<file path="src/rtl/arbiter_rr2.sv">
// Two-requester round-robin arbiter with hold-time preemption and per-requester grant counters.
// Grants are registered; a grant may hand over directly to the other requester with no idle cycle.
module arbiter_rr2 #(
    parameter int MAX_HOLD = 8,
    parameter int CNT_W    = 8
) (
    input  logic             clk,
    input  logic             reset,
    input  logic             req0,
    input  logic             req1,
    output logic             gnt0,
    output logic             gnt1,
    output logic [CNT_W-1:0] gnt_cnt0,
    output logic [CNT_W-1:0] gnt_cnt1
);

    localparam int HOLD_W = $clog2(MAX_HOLD + 1);
    localparam logic [HOLD_W-1:0] HOLD_MAX = HOLD_W'(MAX_HOLD);

    typedef enum logic [1:0] {
        IDLE = 2'd0,
        GNT0 = 2'd1,
        GNT1 = 2'd2
    } state_t;

    state_t            state_q, state_d;
    logic              last_q, last_d;
    logic [HOLD_W-1:0] hold_q, hold_d;
    logic [CNT_W-1:0]  cnt0_q, cnt0_d;
    logic [CNT_W-1:0]  cnt1_q, cnt1_d;
    logic              gnt0_q, gnt0_d;
    logic              gnt1_q, gnt1_d;
    logic              hold_sat;
    logic              entry;

    assign hold_sat = (hold_q == HOLD_MAX);

    always_comb begin
        state_d = state_q;
        unique case (state_q)
            IDLE: begin
                if (req0 && req1) begin
                    // last_q == 1 means requester 1 was served last, so 0 wins the tie
                    state_d = last_q ? GNT0 : GNT1;
                end else if (req0) begin
                    state_d = GNT0;
                end else if (req1) begin
                    state_d = GNT1;
                end
            end
            GNT0: begin
                if (!req0) begin
                    state_d = req1 ? GNT1 : IDLE;
                end else if (req1 && hold_sat) begin
                    state_d = GNT1;
                end
            end
            GNT1: begin
                if (!req1) begin
                    state_d = req0 ? GNT0 : IDLE;
                end else if (req0 && hold_sat) begin
                    state_d = GNT0;
                end
            end
            default: state_d = IDLE;
        endcase
    end

    always_comb begin
        entry  = (state_d != state_q) && (state_d != IDLE);
        last_d = last_q;
        hold_d = hold_q;
        cnt0_d = cnt0_q;
        cnt1_d = cnt1_q;
        gnt0_d = (state_d == GNT0);
        gnt1_d = (state_d == GNT1);

        if (state_d == IDLE) begin
            hold_d = '0;
        end else if (entry) begin
            hold_d = HOLD_W'(1);
        end else if (!hold_sat) begin
            hold_d = hold_q + HOLD_W'(1);
        end

        if (entry) begin
            last_d = (state_d == GNT1);
            if (state_d == GNT0) begin
                cnt0_d = cnt0_q + CNT_W'(1);
            end else begin
                cnt1_d = cnt1_q + CNT_W'(1);
            end
        end
    end

    always_ff @(posedge clk) begin
        if (!reset) begin
            state_q <= IDLE;
            last_q  <= 1'b1;
            hold_q  <= '0;
            cnt0_q  <= '0;
            cnt1_q  <= '0;
            gnt0_q  <= 1'b0;
            gnt1_q  <= 1'b0;
        end else begin
            state_q <= state_d;
            last_q  <= last_d;
            hold_q  <= hold_d;
            cnt0_q  <= cnt0_d;
            cnt1_q  <= cnt1_d;
            gnt0_q  <= gnt0_d;
            gnt1_q  <= gnt1_d;
        end
    end

    assign gnt0     = gnt0_q;
    assign gnt1     = gnt1_q;
    assign gnt_cnt0 = cnt0_q;
    assign gnt_cnt1 = cnt1_q;

endmodule

</file>
<file path="config.mk">
export PLATFORM = sky130hd
export DESIGN_NAME = arbiter_rr2
export DESIGN_NICKNAME = d
export VERILOG_FILES = /design/src/rtl/arbiter_rr2.sv
export SDC_FILE = /design/constraint.sdc
export NUM_CORES = 1
export LEC_CHECK = 0
export CORE_UTILIZATION = 51
export CTS_CLUSTER_SIZE = 14
export DETAILED_ROUTE_END_ITERATION = 10
export HOLD_SLACK_MARGIN = 0.05
export PLACE_DENSITY = 0.77
export SYNTH_ARGS = -nofsm -noshare
export SYNTH_HDL_FRONTEND = slang
export SYNTH_SLANG_ARGS = --single-unit
</file>
<file path="constraint.sdc">
create_clock -name clk -period 1.9 [get_ports clk]
set_input_delay 0.38 -clock clk [delete_from_list [all_inputs] [get_ports clk]]
set_output_delay 0.38 -clock clk [all_outputs]
set_load 0.005 [all_outputs]
</file>
==> results of run 1 <==
[synth_stat cells, drive strengths merged, types with 2 or more instances]
| library cell | number | share of area (%) |
|---|---|---|
| o21ai | 4 | 1.6 |
| or4 | 3 | 1.8 |
| nand2 | 17 | 5.0 |
| or3 | 4 | 2.3 |
| nand3 | 6 | 2.3 |
| clkbuf | 2 | 0.59 |
| and3 | 3 | 1.5 |
| ha | 4 | 3.9 |
| nand4 | 5 | 2.4 |
| mux2i | 6 | 4.7 |
| nand3b | 2 | 1.5 |
| o31ai | 3 | 1.8 |
| xor2 | 3 | 2.1 |
| buf | 3 | 2.1 |
| nand2b | 7 | 3.4 |
| inv | 9 | 2.6 |
| xnor2 | 3 | 2.1 |
| dfxtp | 25 | 39 |
| a211oi | 2 | 1.6 |
| a21boi | 7 | 4.1 |
| nor2 | 2 | 0.78 |
| and2 | 3 | 1.5 |
[logic make-up after synthesis]
family	after synthesis	synth area share (%)
adder cells (fa/ha/maj)	4	3.91
AO/OA/AOI/OAI	26	17.0
AND/OR/NAND/NOR	57	25.9
multiplexers	6	4.69
buffers and inverters	14	5.37
flip-flops	25	39.1
XOR/XNOR	6	4.10
[power groups by stage]
stage,clock [mW],combinational [mW],sequential [mW]
global route,0.262,0.183,0.573
finish,0.238,0.166,0.569
detailed placement,0,0.164,0.580
global placement,0,0.158,0.578
floorplan,0,0.0977,0.577
CTS,0.248,0.166,0.568
[routing by layer]
metal / part of all wire (%) / wire length, um
met5: 0 / 0
met4: 1.3 / 34
met3: 5.5 / 149
met2: 48 / 1290
met1: 45 / 1220
[critical path, delay by kind of cell (launching register included)]
kind | cells | cell delay [ns]
AOI/OAI and AO/OA | 2 | 0.31
adders and majority gates | 1 | 0.17
buffers and inverters | 1 | 0.06
DFF | 1 | 0.36
and+or+nand+nor | 2 | 0.84
[cell type report]
class,count,area (um^2),area share (%)
well taps,28,35.0,2.21
clock buffers,4,26.3,1.66
repair buffers,30,278,17.5
inverters,9,33.8,2.13
flip-flops and latches,25,500,31.5
multi-input cells,99,713,45.0
[path summary, 6_finish.rpt]
check	start	end	slack, ns	cells past startpoint
min	gnt_cnt0[7]	gnt_cnt0[7]	0.49	2
max reg2reg	hold_q[1]	gnt_cnt1[6]	0.1	6
max	hold_q[1]	gnt_cnt1[6]	0.1	6
min reg2reg	gnt_cnt0[7]	gnt_cnt0[7]	0.49	2
[per-stage QoR]
stage / hold slack (ns) / instance area (um^2) / instances / TNS (ns)
final: 0.494 / 1590 / 195 / 0
after global routing: 0.523 / 1590 / 195 / 0
after CTS: 0.504 / 1590 / 195 / 0
after detailed placement: 0.480 / 1560 / 191 / -0.689
after global placement: 0.451 / 1560 / 191 / -0.0806
after floorplan: 0.459 / 1280 / 138 / 0
[sequential cells by signal (all words and copies together) (netlist names)]
register,cells
state_q,2
hold_q,4
gnt0,1
last_q,1
gnt1,1
gnt_cnt0,8
gnt_cnt1,8
[cell usage in the layout (no fill, tap or decap), types with 4 or more instances in the layout]
| cell | n |
|---|---|
| dfxtp_1 | 25 |
| clkdlybuf4s50_1 | 21 |
| nand2_1 | 17 |
| inv_1 | 9 |
| buf_4 | 9 |
| nand2b_1 | 7 |
| nand3_1 | 6 |
| mux2i_1 | 6 |
| nand4_1 | 5 |
| o21ai_0 | 4 |
| a21boi_1 | 4 |
| ha_1 | 4 |
==> reports/metrics.yaml, run 1 <==
global_route:
  grtUsageMet3_pct: 3.51
  grt_pass1_wl_mm: 4.51
  grtUsageTotal_pct: 22.6
  grt_max_degree: 23
  met1_usage_pct: 28.3
  grt_antenna_before_repair: 0
  grt-busiest-layer: "met2"
  gr-total-overflow: 0
  use_met2_pct: 37.6
  grt_pass1_vias: 1062
critical_path:
  max_stage_delay_ns: 0.54
  critPathLaunchType: "flop"
  cp.required_ns: 2.16
  critPathCaptureType: "flop"
  crit_slowest_cell: "or4_1"
  arrival_ns: 2.06
  path_max_fanout: 9
  path_cells: "inv_1 -> ha_1 -> and3b_2 -> o211ai_4 -> or4_1 -> a21boi_1"
  critPathKind: "flop to flop"
pwr:
  vdd_ir_drop_max_uv: 442
  pwr-share-seq_pct: 58.5
  power.leakage_nw: 0.639
  power_frac_comb_pct: 17.1
  power-per-cell-area_nw_per_um2: 613
  p_int_uw: 715
  p_sw_uw: 258
  pwr-share-clk_pct: 24.4
  total_power_uw: 972
  p_sw_share_pct: 26.5
timing:
  fmax_mhz: 555
  setup_slack_ns: 0.0987
  finalSetupViolCount: 0
  worst_clock_skew_ns: 0.00671
  max_slew_margin_pct: 75.1
  tightest_slew_ns: 0.372
  grt_setup_unrepaired: "false"
  final-hold-violation-count: 0
  fin_crit_ns: 1.80
  finalCritPeriodShare_pct: 94.8
  drv_slew: 0
place:
  gp_congestion: 0.921
  pre_cts_ws_ns: -0.0794
  hpwlAfterDp_mm: 2.00
  port_buffers: 21
synthesis:
  synth_area_per_cell_um2: 9.28
  synthArstFlopShare_pct: 0
  synth-seq-area-share_pct: 39.1
  synthesis.area_um2: 1280
  synth_nets: 146
  synth.distinct_cells: 43
  synthFlopType: "dfxtp_1"
  synth-edff-count: 0
  ys.warnings.count: 0
  synthCells: 138
  ys_seq_elements: 25
cts:
  cts.repair.resized: 0
  post_cts_buffers: 0
  root_buffer: "clkbuf_4"
  clk_pin_slew_ns: 0.13
  clk_latency_ns: 0.32
  clock_path_buffers: 2
  clock_sinks: 25
  htreeDepth: 1
  hold_buffers: 0
  cts_buffers: 3
  tritoncts: "built"
routing:
  drtPass1Iterations: 4
  vias: 1119
  drtIter0Drc: 42
  antenna_left: 0
  wl_per_cell_um: 13.8
  avgViaCountPerCell: 5.74
  wl_mm: 2.69
  drc: 0
floorplanning:
  initial_core_util_pct: 55.8
  row_count: 17
  die_h_um: 52.1
  die_w_um: 52.1
  pin_count: 22
  core_area_um2: 2300
  dieArea_um2: 2720
layout:
  drive_above_1_share_pct: 13.8
  area_growth_pct: 23.8
  layout.nets: 176
  final_util_pct: 69.1
  diodes: 0
  nFillCells: 187
status:
  run_status: "completed"
min_path:
  hp-class: "flop to flop"
run:
  cap_viol_max_count: 0
Power figures use the tool's default switching activity.
==> run 2: changes to the inputs <==
HOLD_SLACK_MARGIN = default   (was 0.05)
==> results of run 2 <==
The final DEF is identical to that of run 1; final timing and power are the same.
==> run 3: changes to the inputs <==
ABC_CLOCK_PERIOD_IN_PS = 1900   (was default)
==> results of run 3 <==
The final DEF is identical to that of run 1; final timing and power are the same.
